<file path="src/rtl/reqack_responder.sv">
// reqack_responder: request/acknowledge responder feeding the protocol checker.
// An accepted req starts a transaction with latency L = clamp(cfg_lat, 1, MAX_LAT):
// ack pulse, then done pulse on the following cycle, then a sticky intrpt
// INTR_DLY cycles after done. All handshake outputs are registered.
module reqack_responder #(
   parameter int MAX_LAT  = 5,
   parameter int INTR_DLY = 1,
   parameter int LAT_W    = 4
) (
   input  logic             clk,
   input  logic             reset,
   input  logic             req,
   input  logic [LAT_W-1:0] cfg_lat,
   input  logic             intr_clr,
   output logic             ack,
   output logic             done,
   output logic             intrpt,
   output logic             busy,
   output logic             req_drop
);

   typedef enum logic [1:0] {
      ST_IDLE = 2'd0,
      ST_WAIT = 2'd1,
      ST_ACK  = 2'd2,
      ST_DONE = 2'd3
   } state_t;

   localparam logic [LAT_W-1:0] LAT_ONE = LAT_W'(1);
   localparam logic [LAT_W-1:0] LAT_MAX = LAT_W'(MAX_LAT);
   localparam logic [1:0]       DLY_SEL = 2'(INTR_DLY);

   state_t           state_r;
   state_t           next_s;
   logic [LAT_W-1:0] cnt_r;
   logic [LAT_W-1:0] lat_s;
   logic             ack_s;
   logic             done_s;
   logic             busy_s;
   logic             drop_s;
   logic [2:0]       dly_r;
   logic             start_s;
   logic             set_s;
   logic             ack_r;
   logic             done_r;
   logic             busy_r;
   logic             drop_r;
   logic             intrpt_r;

   // Parameter sanity check at elaboration; synthesis ignores this block.
   initial begin
      if (MAX_LAT < 1 || MAX_LAT > 15) begin
         $error("reqack_responder: MAX_LAT=%0d outside 1..15", MAX_LAT);
      end
      if (INTR_DLY < 0 || INTR_DLY > 3) begin
         $error("reqack_responder: INTR_DLY=%0d outside 0..3", INTR_DLY);
      end
   end

   // Clamp the requested latency into 1..MAX_LAT.
   always_comb begin
      lat_s = cfg_lat;
      if (cfg_lat == {LAT_W{1'b0}}) begin
         lat_s = LAT_ONE;
      end else if (cfg_lat > LAT_MAX) begin
         lat_s = LAT_MAX;
      end else begin
         lat_s = cfg_lat;
      end
   end

   // FSM state register.
   always_ff @(posedge clk or posedge reset) begin
      if (reset) begin
         state_r <= ST_IDLE;
      end else begin
         state_r <= next_s;
      end
   end

   // FSM next-state logic; L = 1 skips the wait state entirely.
   always_comb begin
      next_s = state_r;
      case (state_r)
         ST_IDLE: begin
            if (req) begin
               next_s = (lat_s == LAT_ONE) ? ST_ACK : ST_WAIT;
            end else begin
               next_s = ST_IDLE;
            end
         end
         ST_WAIT: begin
            if (cnt_r == LAT_ONE) begin
               next_s = ST_ACK;
            end else begin
               next_s = ST_WAIT;
            end
         end
         ST_ACK:  next_s = ST_DONE;
         ST_DONE: next_s = ST_IDLE;
         default: next_s = ST_IDLE;
      endcase
   end

   // Latency counter: loaded with L-1 on acceptance, counts down while waiting.
   always_ff @(posedge clk or posedge reset) begin
      if (reset) begin
         cnt_r <= {LAT_W{1'b0}};
      end else if (state_r == ST_IDLE && req) begin
         cnt_r <= lat_s - LAT_ONE;
      end else if (state_r == ST_WAIT) begin
         cnt_r <= cnt_r - LAT_ONE;
      end else begin
         cnt_r <= cnt_r;
      end
   end

   // FSM output decode from the next state so the registered outputs line up with it.
   always_comb begin
      ack_s  = (next_s == ST_ACK);
      done_s = (next_s == ST_DONE);
      busy_s = (next_s != ST_IDLE);
      drop_s = req && (state_r != ST_IDLE);
   end

   // Output registers.
   always_ff @(posedge clk or posedge reset) begin
      if (reset) begin
         ack_r  <= 1'b0;
         done_r <= 1'b0;
         busy_r <= 1'b0;
         drop_r <= 1'b0;
      end else begin
         ack_r  <= ack_s;
         done_r <= done_s;
         busy_r <= busy_s;
         drop_r <= drop_s;
      end
   end

   // Interrupt delay line start point: the edge that moves the FSM out of ACK.
   always_comb begin
      start_s = (state_r == ST_ACK);
   end

   // Interrupt delay line; a shift register so overlapping transactions each land.
   always_ff @(posedge clk or posedge reset) begin
      if (reset) begin
         dly_r <= 3'b000;
      end else begin
         dly_r <= {dly_r[1:0], start_s};
      end
   end

   // Tap the delay line at the configured depth.
   always_comb begin
      case (DLY_SEL)
         2'd0:    set_s = start_s;
         2'd1:    set_s = dly_r[0];
         2'd2:    set_s = dly_r[1];
         default: set_s = dly_r[2];
      endcase
   end

   // Sticky interrupt; a set in the same cycle as a clear wins.
   always_ff @(posedge clk or posedge reset) begin
      if (reset) begin
         intrpt_r <= 1'b0;
      end else if (set_s) begin
         intrpt_r <= 1'b1;
      end else if (intr_clr) begin
         intrpt_r <= 1'b0;
      end else begin
         intrpt_r <= intrpt_r;
      end
   end

   assign ack      = ack_r;
   assign done     = done_r;
   assign busy     = busy_r;
   assign req_drop = drop_r;
   assign intrpt   = intrpt_r;

endmodule
</file>
<file path="config.mk">
export PLATFORM = sky130hd
export DESIGN_NAME = reqack_responder
export DESIGN_NICKNAME = d
export VERILOG_FILES = /design/src/rtl/reqack_responder.sv
export SDC_FILE = /design/constraint.sdc
export NUM_CORES = 1
export LEC_CHECK = 0
export ABC_CLOCK_PERIOD_IN_PS = 1700
export BUFFER_PORTS_ARGS = -buffer_cell sky130_fd_sc_hd__buf_2
export CAP_MARGIN = 5
export CORE_AREA = 4 4 41 43
export DETAILED_ROUTE_END_ITERATION = 8
export DIE_AREA = 0 0 45 47
export PLACE_DENSITY_LB_ADDON = 0.05
export SYNTH_ARGS = -nofsm -noshare
export SYNTH_HDL_FRONTEND = slang
export SYNTH_SLANG_ARGS = --single-unit
</file>
<file path="constraint.sdc">
create_clock -name clk -period 1.7 [get_ports clk]
set_input_delay 0.085 -clock clk [delete_from_list [all_inputs] [get_ports clk]]
set_output_delay 0.085 -clock clk [all_outputs]
set_load 0.02 [all_outputs]
</file>
==> impl_metrics.toml <==
[global_route]
grt_start_max_net_pins = 17
busiest_layer = "met2"
grt_pass1_wl_um = 2028
grt_overflow = 0
grt_pass1_vias = 480
grt_usage = 0.1363
grt_util_met2 = 0.2090
met3_usage = 0.03448
antenna_found_initial = 0
met1_usage = 0.1710

[status]
run_status = "completed"

[clock_tree]
htreeDepth = 1
clk_latency_ps = 270
clock_path_buffers = 2
clk_pin_slew_ps = 80
cts-root-buf = "clkbuf_4"
cts_buffers = 3
cts_tree = "done"
cts-resized-gates = 0
cts.sinks = 11
post_cts_buffers = 0

[cells_and_area]
fillCellCount = 127
final_area_um2 = 701.9
regArea_um2 = 275.3
mostFrequentLayoutCells = "12 x buf_2, 11 x dfrtp_1, 7 x nor2_1, 6 x inv_1"
mostFrequentLayoutCell = "buf_2"
layout-drive-gt1-share = 0.2208
n_antenna_cell = 0
finalNetCount = 89
multi_input_area_um2 = 289.0
area_growth_pct = 17.86
utilization = 0.5394

[logic_synthesis]
seq_area_frac_synth = 0.4622
yosys.area.top_type = "dfrtp_1"
syn_nets = 73
synthesis.area_um2 = 595.6
yosysWarnings = 0
synth_top_area_share = 0.4622
ys_ff_latch = 11
syn_area_per_cell_um2 = 9.606
syn_inst = 62
ys_types = 28
synthTopCellsByArea = "dfrtp_1 46%, ha_1 6.3%, nor2_1 4.4%, inv_1 3.8%, a21oi_1 3.4%"

[worst_setup_path]
ff2ff_path_depth = 3
path_cells = "o21bai_1 -> a211oi_1 -> o21a_1"
cp_num_buf_inv = 0
critPathTopFamily = "flip-flops"
crit-reg2reg-launch = "state_r[0]$_DFF_PP0_"
cp-end-kind = "flip-flop"
required_ps = 1910
path_class = "reg -> reg"
r2r_end = "cnt_r[2]$_DFFE_PP0P_"
rrSetupSlack_ps = 330
critPathSlowestCell = "dfrtp_1"
arrival_ps = 1580
critPathMaxStageDelay_ps = 650
timing.critical_path.from = "state_r[0]$_DFF_PP0_"
critPathMaxFanout = 16
start_kind = "flip-flop"

[sta]
max-slew-margin-rel = 0.6746
post-route-min-period_ps = 1368
fmax_mhz = 731.0
setup_viol = 0
tightest_slew_ps = 488.1
tns_ps = 0
final_max_slew_viol_count = 0
hold_violations = 0
skew_ps = 7.270
grt_setup_unrepaired = "false"
setup_ws_ps = 331.9
post-route-period-util = 0.8047

[floorplan]
die_area_um2 = 2115
core_area_um2 = 1301
num_rows = 13
dieWidth_um = 45
start_util = 0.4577
die_y_um = 47
num_io_pins = 13

[placed_design]
preCtsSetupSlack_ps = 389.6
portBuffers = 12
gp_congestion = 0.7715
placed_area_um2 = 665.6
detailed_place_hpwl_um = 862.5

[job]
maxCapViolCount = 0

[worst_hold_path]
min_from = "intr_clr"
min_to = "intrpt$_DFFE_PP0P_"
hold_depth = 3
hp-class = "in -> reg"

[power_and_ir_drop]
power_switching_share = 0.3914
ir_worst_vdd_uv = 747.3
combPwrFrac = 0.388
power.internal_mw = 0.6481
p_leak_nw = 0.3595
p_switching_mw = 0.4168
power_density_nw_per_um2 = 1517
seqPwrFrac = 0.440
power_frac_clock = 0.172

[route]
route.detailed.drc = 0
via_count = 500
drt_iter0_markers = 4
first_pass_iters = 4
viasPerCell = 5.435
avgRoutedWirePerCell_um = 13.02
antenna_left = 0
wl_um = 1198
[worst max path at each step]
| stage | slack, ps | cells after the start | to |
|---|---|---|---|
| 2_1_floorplan | 480 | 3 | cnt_r[3]$_DFFE_PP0P_ |
| 3_3_place_gp | 390 | 3 | cnt_r[2]$_DFFE_PP0P_ |
| 3_5_place_dp | 390 | 5 | cnt_r[2]$_DFFE_PP0P_ |
| 4_1_cts | 370 | 5 | cnt_r[2]$_DFFE_PP0P_ |
| 5_1_grt | 240 | 3 | cnt_r[2]$_DFFE_PP0P_ |
| 6_report | 330 | 3 | cnt_r[2]$_DFFE_PP0P_ |
[cell usage after synthesis]
cell      count
nor2_1        7
clkbuf_1      1
nor2b_1       2
o211ai_2      1
dfrtp_1      11
a22o_1        1
o21bai_1      1
o21a_1        1
nor4b_1       1
ha_1          3
mux2_2        1
or3_1         1
nand2b_1      1
nand2_1       4
a21o_1        2
o22ai_1       1
a211oi_1      1
a22oi_1       2
nand3b_1      1
a21oi_1       4
nand3_1       1
buf_2         1
nor3b_1       1
and4b_1       1
inv_1         6
xnor2_1       2
nor3_1        2
o31ai_1       1
[power groups by stage]
stage          Combinational, mW  Sequential, mW  Clock [mW]
3_5_place_dp               0.410           0.472           0
2_1_floorplan              0.327           0.452           0
6_report                   0.413           0.469       0.183
5_1_grt                    0.482           0.488       0.200
3_3_place_gp               0.406           0.470           0
4_1_cts                    0.417           0.467       0.184
[per-layer routing]
| layer | wire length [um] | part of all wire | vias to the layer above |
|---|---|---|---|
| li1 | - | - | 245 |
| met1 | 570 | 0.48 | 239 |
| met2 | 535 | 0.45 | 14 |
| met3 | 80 | 0.067 | 2 |
| met4 | 12 | 0.010 | 0 |
| met5 | 0 | 0 | - |
[flip-flops by register name, indices dropped and copies added, names as in the netlist]
register and cells:
cnt_r 4, state_r 2, ack 1, busy 1
dly_r 1, intrpt 1, req_drop 1
[worst min-delay path, stage by stage]
cell and delay (ps):
buf_2 90, inv_1 40, a21o_1 100
[through the flow]
stage | hold WS, ps | std cells | power (mW)
floorplan | -62.56 | 62 | 0.7794
global placement | 99.77 | 87 | 0.8753
detailed placement | 95.99 | 87 | 0.8815
CTS | 82.52 | 92 | 1.069
global route | 85.61 | 92 | 1.170
finish | 82.75 | 92 | 1.065
[what timing repair did]
action / 4_1_cts / 5_1_grt
endpoints found under the setup margin: 0 / 0
endpoints found under the hold margin: 11 / 0
hold buffers: 1 / 0
[final cells by class]
type / count / area share
Clock buffer: 4 / 0.03743
Multi-Input combinational cell: 43 / 0.4118
Sequential cell: 11 / 0.3922
Timing Repair Buffer: 13 / 0.09982
Inverter: 6 / 0.03209
Tap cell: 15 / 0.02674
[logic make-up (layout without fill, tap and decap cells)]
logic type | count (synthesis) | in the layout | share of synthesized area
AO/OA/AOI/OAI | 15 | 15 | 0.1807
multiplexers | 1 | 1 | 0.01891
adder cells (fa/ha/maj) | 3 | 3 | 0.06303
flip-flops | 11 | 11 | 0.4622
XOR/XNOR | 2 | 2 | 0.02942
AND/OR/NAND/NOR | 22 | 22 | 0.1933
buffers and inverters | 8 | 23 | 0.05250
Power figures use the tool's default switching activity.
